`src/rtl/pwm_pkg.sv`:
```
// -----------------------------------------------------------------------------
// pwm_pkg
// Shared constants and helpers for the PWM peripheral.
//   PWM_CNT_W      : width of the PWM period counter (8-bit duty resolution)
//   NUM_CH         : number of gated output channels
//   PWM_DUTY_FULL  : duty code that forces the level permanently high
//   PWM_CNT_MAX    : last count of a period, where the counter wraps
//   div_cnt_width(): prescaler counter width for a given divide ratio
// -----------------------------------------------------------------------------
package pwm_pkg;

    localparam int PWM_CNT_W = 8;
    localparam int NUM_CH    = 16;

    localparam logic [PWM_CNT_W-1:0] PWM_DUTY_FULL = 8'hFF;
    localparam logic [PWM_CNT_W-1:0] PWM_CNT_MAX   = 8'hFF;

    // $clog2(1) is 0; a zero-width counter is not legal, so floor it at 1.
    function automatic int div_cnt_width(input int clk_div);
        return (clk_div > 1) ? $clog2(clk_div) : 1;
    endfunction

endpackage

```
`src/rtl/pwm_timebase.sv`:
```
// -----------------------------------------------------------------------------
// pwm_timebase
// Prescaler plus 8-bit period counter shared by every PWM channel.
// Ports:
//   clk_i      : system clock
//   rst_n_i    : asynchronous active-low reset
//   pwm_cnt_o  : current position within the PWM period (0..255)
//   wrap_o     : high in the cycle whose clock edge takes pwm_cnt 255 -> 0
// Parameter CLK_DIV: system clocks per counter tick (1..65535).
// -----------------------------------------------------------------------------
module pwm_timebase
    import pwm_pkg::*;
#(
    parameter int CLK_DIV = 13
) (
    input  logic                 clk_i,
    input  logic                 rst_n_i,
    output logic [PWM_CNT_W-1:0] pwm_cnt_o,
    output logic                 wrap_o
);

    localparam int               DIV_W    = div_cnt_width(CLK_DIV);
    localparam logic [DIV_W-1:0] DIV_LAST = DIV_W'(CLK_DIV - 1);

    logic [DIV_W-1:0]     div_cnt_q, div_cnt_d;
    logic [PWM_CNT_W-1:0] pwm_cnt_q, pwm_cnt_d;
    logic                 tick;

    always_comb begin
        tick      = (div_cnt_q == DIV_LAST);
        div_cnt_d = tick ? '0 : div_cnt_q + DIV_W'(1);
        // Natural 8-bit overflow provides the 255 -> 0 wrap.
        pwm_cnt_d = tick ? pwm_cnt_q + PWM_CNT_W'(1) : pwm_cnt_q;
    end

    always_ff @(posedge clk_i or negedge rst_n_i) begin
        if (!rst_n_i) begin
            div_cnt_q <= '0;
            pwm_cnt_q <= '0;
        end else begin
            div_cnt_q <= div_cnt_d;
            pwm_cnt_q <= pwm_cnt_d;
        end
    end

    assign pwm_cnt_o = pwm_cnt_q;
    assign wrap_o    = tick && (pwm_cnt_q == PWM_CNT_MAX);

endmodule

```
`src/rtl/pwm_peripheral.sv`:
```
// -----------------------------------------------------------------------------
// pwm_peripheral
// Generates one shared PWM waveform and gates it onto 16 chip outputs using
// the output-enable / PWM-enable registers written over SPI.
// Ports:
//   clk, rst_n          : system clock, asynchronous active-low reset
//   en_reg_out_7_0/15_8 : per-channel output enable
//   en_reg_pwm_7_0/15_8 : per-channel PWM select (else constant high)
//   pwm_duty_cycle      : duty code, 0x00 = 0 %, 0xFF = 100 %
//   out[15:0]           : registered channel outputs ([7:0] uo_out, [15:8] uio_out)
//   period_start        : registered one-clock pulse when the period restarts
// Parameter CLK_DIV: system clocks per PWM counter tick; period = 256*CLK_DIV.
// Build option PWM_SHADOW_UPDATE_EN: when defined, the duty is held in a shadow
// register reloaded only at the period wrap so changes never cut a period short.
// -----------------------------------------------------------------------------
module pwm_peripheral
    import pwm_pkg::*;
#(
    parameter int CLK_DIV = 13
) (
    input  logic              clk,
    input  logic              rst_n,
    input  logic [7:0]        en_reg_out_7_0,
    input  logic [7:0]        en_reg_out_15_8,
    input  logic [7:0]        en_reg_pwm_7_0,
    input  logic [7:0]        en_reg_pwm_15_8,
    input  logic [7:0]        pwm_duty_cycle,
    output logic [NUM_CH-1:0] out,
    output logic              period_start
);

    logic [PWM_CNT_W-1:0] pwm_cnt;
    logic                 wrap;
    logic [PWM_CNT_W-1:0] duty_act;
    logic                 pwm_level;
    logic [NUM_CH-1:0]    en_out, en_pwm;
    logic [NUM_CH-1:0]    out_q, out_d;
    logic                 period_start_q;

    pwm_timebase #(
        .CLK_DIV (CLK_DIV)
    ) u_timebase (
        .clk_i     (clk),
        .rst_n_i   (rst_n),
        .pwm_cnt_o (pwm_cnt),
        .wrap_o    (wrap)
    );

`ifdef PWM_SHADOW_UPDATE_EN
    logic [PWM_CNT_W-1:0] duty_q, duty_d;

    // Loading on the wrap edge itself means the duty sampled there governs
    // the whole period that begins at pwm_cnt = 0.
    always_comb duty_d = wrap ? pwm_duty_cycle : duty_q;

    always_ff @(posedge clk or negedge rst_n) begin
        if (!rst_n) duty_q <= '0;
        else        duty_q <= duty_d;
    end

    assign duty_act = duty_q;
`else
    assign duty_act = pwm_duty_cycle;
`endif

    always_comb begin
        // 0xFF must not drop low at pwm_cnt = 255, so it bypasses the compare.
        pwm_level = (duty_act == PWM_DUTY_FULL) || (pwm_cnt < duty_act);
        en_out    = {en_reg_out_15_8, en_reg_out_7_0};
        en_pwm    = {en_reg_pwm_15_8, en_reg_pwm_7_0};
        out_d     = en_out & (~en_pwm | {NUM_CH{pwm_level}});
    end

    always_ff @(posedge clk or negedge rst_n) begin
        if (!rst_n) begin
            out_q          <= '0;
            period_start_q <= 1'b0;
        end else begin
            out_q          <= out_d;
            period_start_q <= wrap;
        end
    end

    assign out          = out_q;
    assign period_start = period_start_q;

endmodule

```
`config.mk`:
```
export PLATFORM = sky130hd
export DESIGN_NAME = pwm_peripheral
export DESIGN_NICKNAME = d
export VERILOG_FILES = /design/src/rtl/pwm_pkg.sv /design/src/rtl/pwm_timebase.sv /design/src/rtl/pwm_peripheral.sv
export SDC_FILE = /design/constraint.sdc
export NUM_CORES = 1
export LEC_CHECK = 0
export CAP_MARGIN = 20
export CORE_ASPECT_RATIO = 2
export CORE_MARGIN = 3
export CORE_UTILIZATION = 38
export DETAILED_ROUTE_END_ITERATION = 8
export PLACE_DENSITY = 0.85
export REMOVE_ABC_BUFFERS = 1
export SETUP_SLACK_MARGIN = 0.05
export SYNTH_ARGS = -nofsm -noshare
export SYNTH_HDL_FRONTEND = slang
export SYNTH_HIERARCHICAL = 1
export SYNTH_SLANG_ARGS = --single-unit
```
`constraint.sdc`:
```
create_clock -name clk -period 1.7 [get_ports clk]
set_input_delay 0.255 -clock clk [delete_from_list [all_inputs] [get_ports clk]]
set_output_delay 0.255 -clock clk [all_outputs]
set_load 0.05 [all_outputs]
```
* Word-level counts from Yosys, hierarchy flattened *
Cells that the tools add are included.

word-level totals
  flip-flop bits (word level) = 29
  output and inout port bits = 17
  logic and storage cells = 16

cells by class
  add/subtract/negate cells = 2
  magnitude comparators = 1
  eq/ne operators = 3
  mux-type cells = 1
  bitwise gates (word level) = 3
  reductions and logical operators = 2

operators with widths
  operator                                                        number
  16-bit bitwise AND                                              1
  8-bit equality test (second input constant)                     2
  16-bit inverter                                                 1
  16-bit bitwise OR                                               1
  8-bit by 1-bit adder with 8-bit output (second input constant)  1
  8-bit less-than comparator                                      1
  4-bit by 1-bit adder with 4-bit output (second input constant)  1
  4-bit equality test (second input constant)                     1
  4-bit 2-to-1 mux                                                1
  1-bit logical AND                                               1
  1-bit logical OR                                                1

* Depth between registers and ports, before layout *
Gate-level depths: netlist of run 1.

  depth in word-level cells = 4
  mapped depth = 7
  mapped depth without buffers = 6

* Modules after synthesis *
Netlist of run 1, hierarchy kept.

by module, submodules not included
  module          times used  cells each  area an instance (µm²)
  pwm_peripheral  1           61          840.8
  pwm_timebase    1           48          544.3

* Worst setup path after synthesis of run 1 *
No wires, ideal clock.

  path kind = reg2reg
  start point = register u_timebase.pwm_cnt_q[5] (netlist: u_timebase/pwm_cnt_o[5])
  end point = register out_q[10] (netlist: out[10])
  data arrival time = 1.548 ns
  slack = 0.030 ns
  stages on the path, launching flop included = 7
  path buffers = 1
  period minus slack after synthesis = 1.670 ns
  path through = dfrtp_1 ha_1 and4_1 o21ai_1 o32ai_4 buf_6 a21boi_2

on the way
  cells in the longest elaborated chain, start to end = 4

ends and longest elaborated chain
  item                        RTL line              text
  from (decl)                 pwm_timebase.sv:26    logic [PWM_CNT_W-1:0] pwm_cnt_q, pwm_cnt_d;
  from (signal assigned)      pwm_timebase.sv:42    pwm_cnt_q <= pwm_cnt_d;
  8-bit less-than comparator  pwm_peripheral.sv:68  pwm_level = (duty_act == PWM_DUTY_FULL) || (pwm_cnt < duty_act);
  1-bit logical OR            pwm_peripheral.sv:68
  16-bit bitwise OR           pwm_peripheral.sv:71  out_d = en_out & (~en_pwm | {NUM_CH{pwm_level}});
  16-bit bitwise AND          pwm_peripheral.sv:71
  via out_d[10]               pwm_peripheral.sv:37  logic [NUM_CH-1:0] out_q, out_d;
  to (signal assigned)        pwm_peripheral.sv:79  out_q <= out_d;
  to (decl)                   pwm_peripheral.sv:37

The timed path passes the listed nets, and every way through them passes these cells.
A chain may end at the register's enable or synchronous reset.

* Final worst setup path of run 1 *
  start point = register u_timebase.pwm_cnt_q[7] (netlist: u_timebase/pwm_cnt_o[7])
  end point = register out_q[2] (netlist: out[2])

Same word-level chain as after synthesis.

==> results of run 1 <==
[power by group]
| group | leakage, nW | internal [mW] | switching (mW) |
|---|---|---|---|
| logic | 0.629 | 0.139 | 0.141 |
| registers | 0.348 | 0.711 | 0.00603 |
| clock network | 0.0443 | 0.320 | 0.231 |
[layout by cell type (no fill, tap or decap), drive strengths merged]
master and n:
o21ai 2, buf 31, dlygate4sd2 6, inv 10, xnor2 4, a41o 1
clkdlybuf4s50 35, o32ai 1, a2111oi 1, nor3 4, xor2 4, a21boi 16
a21oi 2, dfrtp 29, nand2b 1, a21o 1, o21a 1, ha 10
nand4 5, o41ai 1, and3 1, nand2 6, nor2 5, nand3 2
clkbuf 7, and4 1
[cell families (layout without fill, tap and decap cells)]
| family | count (synthesis) | in the layout | share of synthesized area, % |
|---|---|---|---|
| AOI/OAI and AO/OA | 26 | 26 | 19.2 |
| xor gates and xnor gates | 8 | 8 | 5.06 |
| adders and majority gates | 10 | 10 | 9.03 |
| buffers and inverters | 11 | 89 | 3.52 |
| DFF | 29 | 29 | 52.4 |
| and+or+nand+nor | 25 | 25 | 10.7 |
[critical path, delay by kind of cell (launching register included)]
kind | cells | cell delay (ns)
buf+inv | 1 | 0.21
simple gates | 1 | 0.21
compound gates | 3 | 0.48
flops | 1 | 0.41
fa+ha+maj | 1 | 0.29
[final timing paths]
check | to | slack, ns | cells after the start
worst max register to register | out[2] | -0.02 | 6
min in group clk | u_timebase/div_cnt_q[0] | 0.48 | 1
max in group asynchronous | out[12] | 1.06 | 2
worst min register to register | u_timebase/div_cnt_q[0] | 0.48 | 1
worst max-delay path | out[2] | -0.02 | 6
worst min-delay path | out[10] | 0.36 | 2
[final cells by class]
class,count,area [um^2]
fillers,264,1210
clock buffers,7,86.3
well taps,48,60.1
multi-input cells,69,693
inverters,10,37.5
repair buffers,72,643
flip-flops and latches,29,726
[state kept, by name, indices dropped and copies added (netlist names)]
name / count
period_start: 1
u_timebase/pwm_cnt_o: 8
out: 16
u_timebase/div_cnt_q: 4
[per-stage QoR]
step | power, mW | hold slack [ns] | setup TNS (ns) | cells | utilization [%]
after global routing | 1.61 | 0.402 | -0.991 | 235 | 65.0
final | 1.55 | 0.359 | -0.0784 | 235 | 65.0
after floorplan | 0.838 | -0.0406 | -2.41 | 108 | -
after CTS | 1.57 | 0.362 | -0.129 | 237 | 66.3
after global placement | 0.990 | 0.467 | -5.31 | 224 | 59.6
after detailed placement | 0.998 | 0.478 | -6.95 | 224 | 59.6
[per-layer routing]
metal  vias to the layer above  part of all wire, %
met5                         -                    0
met4                         0                  1.8
met3                         6                  5.8
met2                        46                   60
met1                       548                   32
li1                        536                    -
[cell usage after synthesis, types with 2 or more instances]
| cell | n |
|---|---|
| nand2_1 | 6 |
| a21boi_2 | 10 |
| inv_1 | 10 |
| nor3_1 | 3 |
| dfrtp_1 | 29 |
| a21oi_1 | 2 |
| ha_1 | 10 |
| xnor2_1 | 4 |
| nor2_1 | 5 |
| xor2_1 | 4 |
| nand4_1 | 4 |
| a21boi_0 | 6 |
[timing repair]
action,4_1_cts,5_1_grt
resized for setup,31,1
pin swaps,22,4
gates cloned,1,0
setup endpoints to repair,16,16
buffers inserted,5,0
hold endpoints to repair,0,0
==> impl_metrics.yaml, run 1 <==
power_and_ir_drop:
  power.leakage_nw: 1.02
  vdd_drop_max_mv: 0.772
  powerDensity_nw_per_um2: 689
yosys:
  synth_ff_type: "dfrtp_1"
  yosys_warnings: 6
  avgSynthCellArea_um2: 12.7
  synth.distinct_cells: 28
  yosysSeqAreaShare_pct: 52.4
  syn-instance-count: 109
  synth-seq-cells: 29
  synthArstFlopShare_pct: 100
  synth_area_leaders: "dfrtp_1 52%, ha_1 9.0%, a21boi_2 8.1%"
  synth.cell_area_um2: 1390
  synth.top_cell.area_share_pct: 52.4
  post-synth-top-area-cell: "dfrtp_1"
  synth_edf_count: 0
sta:
  fin_crit_sh_pct: 101
  tightest_slew_ns: 0.371
  max-slew-margin-rel_pct: 75.3
  fin_crit_ns: 1.72
  slew_viol_final: 0
  finalHoldViolations: 0
  fin_ws_ns: -0.0190
  rsz0062_at_grt: "yes"
  finalSetupViolations: 10
  skew_ns: 0.00659
  fmax_mhz: 582
global_routing:
  grt_pass1_vias: 1329
  use_met2_pct: 36.8
  grt_antenna_before_repair: 0
  grt_use_total_pct: 18.4
  grt_max_degree: 30
  met3_usage_pct: 4.76
  grt_pass1_wl_um: 6060
  overflow: 0
  grt.busiest_layer: "met2"
  grt_use_met1_pct: 15.9
placement:
  place_area_um2: 2060
  gp_congestion: 0.748
  dp_hpwl_um: 2650
  place_ws_ns: -0.549
  port_buffers: 58
route:
  drtIter0Drc: 16
  antenna_left: 0
  avgRoutedWirePerCell_um: 15.6
  wl_um: 3660
  drcViolationCount: 0
  vias_per_cell: 4.83
  dr.pass1.iters: 4
  vias: 1136
clocking:
  ctsHoldBuffers: 0
  cts_root_buf: "clkbuf_8"
  clk_path_buf_depth: 2
  cts.reportedPaths.clkPinSlew_ns: 0.06
  cts_tree: "done"
  clkSinkCount: 29
  cts-buffers-inserted: 5
  clk_latency_ns: 0.28
  cts.htree.levels: 2
critical_path:
  cp_max_fo: 8
  crit_start: "u_timebase/pwm_cnt_o[7]"
  r2r_start: "u_timebase/pwm_cnt_o[7]"
  slowest_stage: "dfrtp_1"
  required_ns: 1.86
  worstSetupPathType: "flip-flop to flip-flop"
  crit_arrival_ns: 1.88
  critical_path.max_stage_delay_ns: 0.41
  end_kind: "flip-flop"
  cp_cell_sequence: "ha_4 -> and4_1 -> o21ai_2 -> o32ai_4 -> buf_6 -> a21boi_2"
  cp-start-kind: "flip-flop"
floorplanning:
  ios: 59
  die_h_um: 91.4
  start_util_pct: 40.1
  core_um2: 3450
  row_count: 30
  dieArea_um2: 4450
  die_x_um: 48.7
run:
  cap_violations: 0
finish:
  antenna_cells: 0
  finalInstanceArea_um2: 2250
  nets: 239
  synthToLayoutAreaGrowth_pct: 62.1
  drive_gt1_share_pct: 38.0
run_status:
  status: "finished with violations"
  violations: "setup timing"
hold_path:
  worstHoldPathType: "primary input to asynchronous set/reset pin"
No activity file was read; power rests on OpenSTA's default activity.
==> inputs of run 2 (changes only) <==
--- a/config.mk
+++ b/config.mk
@@ -9,10 +9,12 @@
 export CORE_ASPECT_RATIO = 2
 export CORE_MARGIN = 3
 export CORE_UTILIZATION = 38
+export CTS_CLUSTER_DIAMETER = 50
 export DETAILED_ROUTE_END_ITERATION = 8
 export PLACE_DENSITY = 0.85
 export REMOVE_ABC_BUFFERS = 1
 export SETUP_SLACK_MARGIN = 0.05
+export SKIP_CTS_REPAIR_TIMING = 1
 export SYNTH_ARGS = -nofsm -noshare
 export SYNTH_HDL_FRONTEND = slang
 export SYNTH_HIERARCHICAL = 1
==> run 2 against run 1 <==
Compared with the run above:
- the flow still finishes with violations (setup timing)
- critical path depth is the same
- global-route usage shrank 1.6 points
- power grew 0.13%
- register-to-register slack lost 0.06 ns
- critical path type unchanged
- flip-flop and latch count is the same
- die area is the same
- non-clock buffer count shrank 3
==> impl_metrics.yaml, run 2 (synthesis gave the netlist of run 1 again) <==
critical_path:
  end_kind: "flip-flop"
  crit_arrival_ns: 1.94
  cp_max_fo: 8
  cp-start-kind: "flip-flop"
  worstSetupPathType: "flip-flop to flip-flop"
  required_ns: 1.86
placement:
  port_buffers: 58
  dp_hpwl_um: 2650
  gp_congestion: 0.748
route:
  vias: 1127
  drtIter0Drc: 4
  vias_per_cell: 4.86
  dr.pass1.iters: 4
  wl_um: 3660
  avgRoutedWirePerCell_um: 15.8
  drcViolationCount: 0
  antenna_left: 0
finish:
  multi_input_area_um2: 693
  synthToLayoutAreaGrowth_pct: 63.8
  largest_register_ffs: 16
  final.fill_count: 267
  antenna_cells: 0
  nets: 236
  post-route-util_pct: 65.7
  final_cell_mix: "35 x clkdlybuf4s50_1, 29 x dfrtp_1, 26 x buf_4"
  seqCellArea_um2: 726
  layout_commonest_cell: "clkdlybuf4s50_1"
  drive_gt1_share_pct: 35.9
sta:
  tightest_slew_ns: 0.370
  setup_tns_ns: -0.753
  skew_ns: 0.00637
  fin_ws_ns: -0.0753
  finalSetupViolations: 16
  fmax_mhz: 563
  fin_crit_ns: 1.78
  max-slew-margin-rel_pct: 75.3
  finalHoldViolations: 0
  whs_ns: 0.359
  rsz0062_at_grt: "yes"
  slew_viol_final: 0
  fin_crit_sh_pct: 104
global_routing:
  grt_pass1_vias: 1279
  overflow: 0
  grt_use_total_pct: 16.8
  use_met2_pct: 31.3
  grt.busiest_layer: "met2"
  grt_use_met1_pct: 15.6
  grt_antenna_before_repair: 0
  met3_usage_pct: 5.25
  grt_pass1_wl_um: 5660
  grt_max_degree: 30
hold_path:
  worstHoldPathType: "primary input to asynchronous set/reset pin"
power_and_ir_drop:
  vdd_drop_max_mv: 0.770
  power.leakage_nw: 1.06
  powerDensity_nw_per_um2: 683
  finalPower_mw: 1.55
  power.share.clock_pct: 35.5
  combPwrFrac_pct: 18.3
  sw_frac_of_total_pct: 24.4
  switchingPower_uw: 378
  cellInternalPower_mw: 1.17
  seq_power_share_pct: 46.3
clocking:
  clkSinkCount: 29
  clk_latency_ns: 0.28
  cts-buffers-inserted: 5
  cts_root_buf: "clkbuf_8"
  clk_path_buf_depth: 2
  cts.htree.levels: 2
  cts.reportedPaths.clkPinSlew_ns: 0.06
  cts_tree: "done"
floorplanning:
  die_x_um: 48.7
  ios: 59
  dieArea_um2: 4450
  start_util_pct: 40.1
  row_count: 30
  core_um2: 3450
  die_h_um: 91.4
run_status:
  status: "finished with violations"
  violations: "setup timing"
run:
  cap_violations: 0
-- run 2: cell types whose count changed in the layout (fill, tap and decap cells not counted) --
cell            delta
inv_1              +2
buf_4              -3
buf_6              -2
dlygate4sd2_1      -6
inv_2              -2
clkbuf_16          +1
buf_12             +1
dlymetal6s2s_1     +6
-- run 2: path summary, 6_finish.rpt --
| path | from | endpoint | slack (ns) | cells after the start |
|---|---|---|---|---|
| setup reg to reg | u_timebase/pwm_cnt_o[7] | out[5] | -0.08 | 6 |
| hold reg to reg | u_timebase/div_cnt_q[0] | u_timebase/div_cnt_q[0] | 0.48 | 1 |
| hold / removal | rst_n | out[1] | 0.36 | 2 |
| min in group clk | u_timebase/div_cnt_q[0] | u_timebase/div_cnt_q[0] | 0.48 | 1 |
| setup / recovery | u_timebase/pwm_cnt_o[7] | out[5] | -0.08 | 6 |
| max in group asynchronous | rst_n | out[12] | 1.06 | 2 |
-- run 2: cell type report --
type                       count  area share (%)
sequential                    29            32.0
multi-input combinational     69            30.6
tap                           48            2.65
inverter                      10            1.65
timing repair buffer          69            29.3
clock buffer                   7            3.81
-- run 2: critical path: stages (launching register included) --
cell and delay, ns:
dfrtp_1 0.42, ha_4 0.30, and4_1 0.19, o21ai_2 0.07
o32ai_4 0.39, clkbuf_16 0.24, a21boi_2 0.05
-- run 2: per-layer routing --
layer / share of wire (%) / wire, um
met3: 5.2 / 191
met5: 0 / 0
met1: 32 / 1190
met2: 60 / 2200
met4: 2.0 / 74
-- run 2: power groups by stage --
stage          Sequential, mW  Clock [mW]  Combinational (mW)
2_1_floorplan           0.801           0              0.0370
3_3_place_gp            0.728           0               0.262
3_5_place_dp            0.728           0               0.269
4_1_cts                 0.717       0.567               0.271
5_1_grt                 0.718       0.598               0.299
6_report                0.717       0.550               0.283
-- run 2: metrics by stage --
step                std cells  area, um^2  setup slack [ns]
detailed placement        224        2060            -0.549
global placement          224        2060            -0.352
global route              232        2270            -0.113
CTS                       231        2150            -0.259
floorplan                 108        1370            -0.204
finish                    232        2270           -0.0753
==> inputs of run 3 (changes only) <==
--- a/config.mk
+++ b/config.mk
@@ -11,10 +11,12 @@
 export CORE_UTILIZATION = 38
 export CTS_CLUSTER_DIAMETER = 50
 export DETAILED_ROUTE_END_ITERATION = 8
+export GPL_TIMING_DRIVEN = 0
 export PLACE_DENSITY = 0.85
 export REMOVE_ABC_BUFFERS = 1
 export SETUP_SLACK_MARGIN = 0.05
 export SKIP_CTS_REPAIR_TIMING = 1
+export SLEW_MARGIN = 20
 export SYNTH_ARGS = -nofsm -noshare
 export SYNTH_HDL_FRONTEND = slang
 export SYNTH_HIERARCHICAL = 1
==> run 3 against run 2 <==
Compared with the run above:
- the flow finishes with violations (hold timing, setup timing)
- largest cell class is now buffers
- critical path type unchanged
- non-clock buffer count is the same
- first-iteration DRC count grew to 4.3 times the previous value
- sequential share of layout area fell by 1.4 points
==> impl_metrics.yaml, run 3 (synthesis gave the netlist of run 1 again) <==
placement:
  place_ws_ns: -0.935
  dp_hpwl_um: 2850
  port_buffers: 58
  gp_congestion: 0.766
floorplanning:
  ios: 59
  core_um2: 3450
  dieArea_um2: 4450
  die_h_um: 91.4
  row_count: 30
  die_x_um: 48.7
  start_util_pct: 40.1
route:
  antenna_left: 0
  drcViolationCount: 0
  drtIter0Drc: 17
  avgRoutedWirePerCell_um: 18.6
  vias_per_cell: 5.08
  wl_um: 4340
  vias: 1183
  dr.pass1.iters: 4
clocking:
  clkSinkCount: 29
  clk_latency_ns: 0.28
  cts_tree: "done"
  cts-buffers-inserted: 5
  cts.reportedPaths.clkPinSlew_ns: 0.06
  clk_path_buf_depth: 2
  cts_root_buf: "clkbuf_8"
  cts.htree.levels: 2
critical_path:
  worstRegToRegCells: 7
  crit_start: "u_timebase/pwm_cnt_o[6]"
  rr_endpoint: "out[6]"
  r2r_start: "u_timebase/pwm_cnt_o[6]"
  end_kind: "flip-flop"
  cp-start-kind: "flip-flop"
  required_ns: 1.87
  crit_arrival_ns: 1.98
  cp_max_fo: 7
  r2r_setup_slack_ns: -0.11
  worstSetupPathType: "flip-flop to flip-flop"
  crit_path_end: "out[6]"
global_routing:
  grt_pass1_wl_um: 6110
  grt_max_degree: 30
  grt_pass1_vias: 1356
  grt_use_total_pct: 18.3
  grt_antenna_before_repair: 0
  overflow: 0
finish:
  largest_register_ffs: 16
  drive_gt1_share_pct: 30.3
  nets: 236
  antenna_cells: 0
  final_cell_mix: "34 x clkdlybuf4s50_1, 26 x dfrtp_1, 23 x dlymetal6s2s_1"
  synthToLayoutAreaGrowth_pct: 72.3
  layout_commonest_cell: "clkdlybuf4s50_1"
sta:
  rsz0062_at_grt: "yes"
  max-slew-margin-rel_pct: 57.1
  finalHoldViolations: 13
  finalSetupViolations: 16
  fin_crit_ns: 1.81
  slew_viol_final: 0
  skew_ns: 0.00428
  whs_ns: -0.00379
  fin_ws_ns: -0.114
  fin_crit_sh_pct: 107
  fmax_mhz: 551
  tightest_slew_ns: 0.643
power_and_ir_drop:
  vdd_drop_max_mv: 0.707
  power.leakage_nw: 1.22
  finalPower_mw: 1.63
  powerDensity_nw_per_um2: 681
run_status:
  status: "finished with violations"
  violations: "hold timing, setup timing"
run:
  cap_violations: 0
hold_path:
  worstHoldPathType: "primary input to asynchronous set/reset pin"
[run 3: changes by cell type in the layout (fill, tap and decap cells not counted), moves of 2 or more]
cell            previous run  this run
inv_1                      8         6
dlymetal6s2s_1             6        23
buf_4                     26         5
dfrtp_2                    0         3
buf_6                      0         4
inv_2                      2         4
dfrtp_1                   29        26
a21boi_2                  16        14
[run 3: area by class of cell]
class | instances | area (um^2)
Clock buffer | 7 | 96.3
Clock inverter | 1 | 5.00
Fill cell | 246 | 1070
Inverter | 10 | 37.5
Multi-Input combinational cell | 69 | 697
Sequential cell | 29 | 729
Tap cell | 48 | 60.1
Timing Repair Buffer | 69 | 761
[run 3: metal layers]
layer	routed length (um)	GRT usage (%)	vias to the layer above	share of wire, %
li1	-	-	533	-
met1	1300	14.7	589	30
met2	2710	36.4	51	62
met3	210	5.91	10	4.8
met4	114	9.50	0	2.6
met5	0	0	-	0
[run 3: how the worst min path moves through the flow]
stage                                    endpoint  slack, ns  depth (start not counted)
after CTS                                 out[10]      0.008                          1
after floorplan                            out[0]      -0.04                          0
after detailed placement                  out[10]       0.31                          1
after global placement    u_timebase/div_cnt_q[0]       0.46                          1
after global routing                       out[1]       0.02                          1
final                                      out[4]     -0.004                          1
[run 3: critical path: stages, from the launching register on]
cell and delay [ns]:
dfrtp_2 0.42, ha_4 0.28, and4_1 0.21, o21ai_2 0.07, o32ai_4 0.38, buf_12 0.18, buf_4 0.11, a21boi_2 0.05
[run 3: report_power, final]
part	internal, mW	switching [mW]	total, mW
Sequential	0.710	0.00507	0.715
Combinational	0.146	0.146	0.292
Clock	0.365	0.254	0.619
[run 3: stage by stage]
stage | cell area [um^2] | utilization, % | hold WS (ns) | cells | TNS (ns)
2_1_floorplan | 1370 | - | -0.0406 | 108 | -2.41
3_3_place_gp | 2010 | 58.3 | 0.461 | 214 | -11.63
3_5_place_dp | 2010 | 58.2 | 0.307 | 214 | -12.84
4_1_cts | 2110 | 61.1 | 0.00832 | 222 | -8.16
5_1_grt | 2390 | 69.1 | 0.0163 | 233 | -2.03
6_report | 2390 | 69.1 | -0.00379 | 233 | -1.41
